[config.mk]
export PLATFORM = sky130hd
export DESIGN_NAME = master_cmd_arbiter
export DESIGN_NICKNAME = d
export VERILOG_FILES = /design/src/rtl/master_cmd_arbiter.sv
export SDC_FILE = /design/constraint.sdc
export NUM_CORES = 1
export LEC_CHECK = 0
export BUFFER_PORTS_ARGS = -buffer_cell sky130_fd_sc_hd__clkbuf_2
export CAP_MARGIN = 5
export CORE_MARGIN = 1
export CORE_UTILIZATION = 25
export DETAILED_ROUTE_END_ITERATION = 16
export MAX_ROUTING_LAYER = met4
export PLACE_DENSITY_LB_ADDON = 0.08
export SLEW_MARGIN = 20
export SYNTH_ARGS = -nofsm -noshare
export SYNTH_HDL_FRONTEND = slang
export SYNTH_SLANG_ARGS = --single-unit
[constraint.sdc]
create_clock -name clk -period 3.45 [get_ports clk]
set_input_delay 0.5175 -clock clk [delete_from_list [all_inputs] [get_ports clk]]
set_output_delay 0.5175 -clock clk [all_outputs]
set_load 0.05 [all_outputs]
[src/rtl/master_cmd_arbiter.sv]
// Two-client round-robin arbiter that sequences one master command at a time
// (setup -> start strobe -> wait for completion) with a watchdog on every transfer.
`timescale 1ns/1ps
module master_cmd_arbiter #(
  parameter int ADDR_W  = 32,
  parameter int TIMEOUT = 255
) (
  input  logic              clk,
  input  logic              reset_n,
  input  logic              req0_valid,
  input  logic              req0_write,
  input  logic [ADDR_W-1:0] req0_address,
  input  logic              req1_valid,
  input  logic              req1_write,
  input  logic [ADDR_W-1:0] req1_address,
  output logic              req0_ready,
  output logic              req1_ready,
  output logic              req0_done,
  output logic              req1_done,
  input  logic              master_done,
  output logic              rdwr_cntl,
  output logic              n_action,
  output logic              add_data_sel,
  output logic [ADDR_W-1:0] rdwr_address,
  output logic              busy,
  output logic              timeout_err
);

  typedef enum logic [2:0] {
    S_IDLE,
    S_SETUP,
    S_START,
    S_WAIT,
    S_DONE
  } state_t;

  // Last WAIT count before the watchdog forces completion.
  localparam logic [9:0] WD_LAST = 10'(TIMEOUT - 1);

  state_t      state;
  logic        gnt;
  logic        last_grant;
  logic        timeout_flag;
  logic        pick;
  logic [9:0]  wd_cnt;

  // NOTE: every variable written here gets a default first, so no path can infer a latch.
  always_comb begin
    pick = req1_valid;
    if (req0_valid && req1_valid) pick = ~last_grant;
  end

  assign busy        = (state != S_IDLE);
  assign timeout_err = timeout_flag;

  // NOTE: sequential state is assigned with <= only, so every register sees pre-edge values.
  always_ff @(posedge clk or negedge reset_n) begin
    if (!reset_n) begin
      state        <= S_IDLE;
      gnt          <= 1'b0;
      last_grant   <= 1'b1;
      timeout_flag <= 1'b0;
      wd_cnt       <= '0;
      req0_ready   <= 1'b0;
      req1_ready   <= 1'b0;
      req0_done    <= 1'b0;
      req1_done    <= 1'b0;
      rdwr_cntl    <= 1'b0;
      n_action     <= 1'b1;
      add_data_sel <= 1'b0;
      rdwr_address <= '0;
    end else begin
      req0_ready <= 1'b0;
      req1_ready <= 1'b0;
      req0_done  <= 1'b0;
      req1_done  <= 1'b0;
      case (state)
        S_IDLE: begin
          if (req0_valid || req1_valid) begin
            gnt          <= pick;
            rdwr_cntl    <= pick ? req1_write : req0_write;
            rdwr_address <= pick ? req1_address : req0_address;
            add_data_sel <= 1'b1;
            n_action     <= 1'b1;
            req0_ready   <= ~pick;
            req1_ready   <= pick;
            state        <= S_SETUP;
          end
        end
        S_SETUP: begin
          n_action     <= 1'b0;
          add_data_sel <= 1'b0;
          state        <= S_START;
        end
        S_START: begin
          n_action <= 1'b1;
          wd_cnt   <= '0;
          state    <= S_WAIT;
        end
        S_WAIT: begin
          // A real completion beats a watchdog expiry in the same cycle.
          if (master_done) begin
            req0_done <= ~gnt;
            req1_done <= gnt;
            state     <= S_DONE;
          end else if (wd_cnt == WD_LAST) begin
            req0_done    <= ~gnt;
            req1_done    <= gnt;
            timeout_flag <= 1'b1;
            state        <= S_DONE;
          end else begin
            wd_cnt <= wd_cnt + 10'd1;
          end
        end
        S_DONE: begin
          last_grant   <= gnt;
          timeout_flag <= 1'b0;
          state        <= S_IDLE;
        end
        default: state <= S_IDLE;
      endcase
    end
  end

endmodule

==> results.json <==
{
  "path_class": "reg2out",
  "cts_tree": "built",
  "clkTransAtPathRegs_ns": 0.10,
  "antenna_found_initial": 0,
  "grt_use_total_pct": 12.3,
  "syn_area_sq_um": 2660,
  "maxSlewHeadroom_pct": 60.7,
  "detail_route.wl_per_cell_um": 12.8,
  "slowest_stage": "dfrtp_1",
  "root_buffer": "clkbuf_8",
  "max_stage_delay_ns": 0.50,
  "met1Wirelength_um": 2980,
  "rsz0062_at_grt": "false",
  "wl_met3_um": 402,
  "timing.final.ws_setup_ns": 1.41,
  "cts-htree-levels": 2,
  "initial_core_util_pct": 25.7,
  "ios": 112,
  "die_w_um": 105,
  "dr_wl_met2_um": 2880,
  "p_sw_mw": 1.62,
  "synth-seq-area-share_pct": 51.9,
  "syn_nets": 315,
  "power.leakage_nw": 1.77,
  "comb_power_share_pct": 52.7,
  "ys_top_cells_by_area": "dfrtp_1 50%, mux2i_1 12%, o21ai_0 5.8%",
  "finalHoldViolations": 0,
  "synth_most_common_cell": "dfrtp_1",
  "cts_setup_buffers": 0,
  "tightestPinTransition_ns": 0.589,
  "fmax_mhz": 491,
  "synth_seq_cells": 55,
  "total_power_mw": 3.12,
  "p_int_mw": 1.50,
  "switching_share_pct": 51.9,
  "ctsResizeCount": 0,
  "setup_tns_ns": 0,
  "clkPwrFrac_pct": 12.0,
  "firstDrtPassIters": 4,
  "dp.cells": 481,
  "finalNonFillerCells": 489,
  "ys_types": 47,
  "synth_area_per_cell_sq_um": 11.0,
  "synth_commonest_cells": "53 x dfrtp_1, 40 x nand2_1, 32 x mux2i_1",
  "drc": 0,
  "fp-row-count": 37,
  "yosys.area.top_type": "dfrtp_1",
  "yosys.area.top_type_share_pct": 49.9,
  "yosysWarnings": 0,
  "critPathMaxFanout": 9,
  "grt_pass1_wl_um": 10600,
  "place_congestion": 0.682,
  "place_ws_ns": 1.48,
  "grt_max_degree": 66,
  "die-area_sq_um": 11000,
  "drive_above_1_share_pct": 38.5,
  "ys_async_sr_fraction_pct": 100,
  "syn_to_final_growth_pct": 29.5,
  "drt-total-wl_um": 6270,
  "start_kind": "flip-flop",
  "grt_overflow_total": 0,
  "detail-route-antenna-nets": 0,
  "layout.nets": 425,
  "top_layer_used": "met4",
  "cts_sinks": 55,
  "vias": 2144,
  "io_buffers": 111,
  "required_ns": 2.93,
  "grt_pass1_vias": 2181,
  "fp.dieH_um": 105,
  "synthCells": 242,
  "hold_buffers": 0,
  "final.setup_skew_ns": 0.00922,
  "viasPerCell": 4.38,
  "place_hpwl_um": 4610,
  "synth_edf_count": 0,
  "setup_viol": 0,
  "finalMaxSlewViolations": 0,
  "cts_buffers": 5,
  "seq_power_share_pct": 35.3,
  "fin_crit_sh_pct": 59.0,
  "drt_iter0_drc": 31,
  "worstPathArrival_ns": 1.52,
  "vdd_drop_max_mv": 0.328,
  "hold_class": "in2async",
  "worstSetupEndpointType": "primary output",
  "ys.flop_type": "dfrtp_1",
  "crit_chain": "or3_4 -> clkbuf_2",
  "clk_path_buf_depth": 2,
  "cap_violations": 0,
  "clock_latency_ns": 0.30,
  "min_period_ns": 2.04,
  "insertedDiodeCount": 0,
  "status": "completed",
  "p_per_area_nw_per_um2": 907,
  "core_area_sq_um": 10300
}
## power groups by stage
stage,clock network [mW],logic (mW),registers (mW)
floorplan,0,0.566,1.80
global placement,0,1.67,1.11
detailed placement,0,1.68,1.11
CTS,0.399,1.67,1.11
global route,0.423,1.78,1.14
finish,0.374,1.65,1.10
## registers in the layout (all words and copies together) (netlist names)
register and flops:
gnt 1, wd_cnt 10, add_data_sel 1, req1_ready 1, req1_done 1, state 3, rdwr_address 32, n_action 1
req0_ready 1, last_grant 1, rdwr_cntl 1, req0_done 1, timeout_err 1
## placed cells by master (no fill, tap or decap), types with 2 or more instances in the layout
cell type    n
nor2_1       6
o21ai_0     31
a221o_1      4
nand2b_1     3
nand3_1      2
mux2_2       2
clkbuf_2   111
mux2i_1     32
nor4_1       2
nand2_1     40
and3_1       6
inv_1        4
o21ai_1      3
nor3_1       5
dfstp_2      2
a22o_1       2
nor2b_1      2
dfrtp_1     53
and2_1       3
buf_4        3
ha_1         2
a211o_1      4
clkbuf_8     6
## path summary, 6_finish.rpt
| path | from | end | slack (ns) | depth (start not counted) |
|---|---|---|---|---|
| min | reset_n | req0_done | 0.16 | 1 |
| max in group asynchronous | reset_n | n_action | 2.39 | 2 |
| min reg2reg | rdwr_address[9] | rdwr_address[9] | 0.49 | 2 |
| min in group clk | req1_address[31] | rdwr_address[31] | 0.46 | 2 |
| max | state[1] | busy | 1.41 | 2 |
| max reg2reg | state[1] | rdwr_address[7] | 1.60 | 5 |
## critical path, delay by kind of cell, from the launching register on
family | cells | cell delay, ns
flops | 1 | 0.50
simple gates | 1 | 0.46
buf+inv | 1 | 0.25
## logic make-up after synthesis
group,share of synthesized area [%]
adders and majority gates,0.941
AOI/OAI and AO/OA,16.0
muxes,12.9
buffers and inverters,3.25
and+or+nand+nor,15.0
DFF,51.9
## per-stage QoR
step           util [%]  hold slack, ns  cell area (sq um)
4_1_cts            33.3           0.168               3440
3_5_place_dp       32.4           0.473               3350
2_1_floorplan         -           0.222               2660
5_1_grt            33.3           0.184               3440
3_3_place_gp       32.4           0.462               3350
6_report           33.3           0.157               3440
## per-layer routing
layer | vias up | global-route usage [%]
met5 | - | -
met4 | 0 | 2.72
met3 | 2 | 3.37
met2 | 74 | 18.9
met1 | 974 | 16.3
li1 | 1094 | -
## area by class of cell
type | count | area, sq um
fill | 1087 | 6880
clock inverter | 1 | 8.76
timing repair buffer | 114 | 578
sequential | 55 | 1380
tap | 136 | 170
multi-input combinational | 172 | 1200
clock buffer | 7 | 86.3
inverter | 4 | 15.0
No activity file was read; power rests on OpenSTA's default activity.
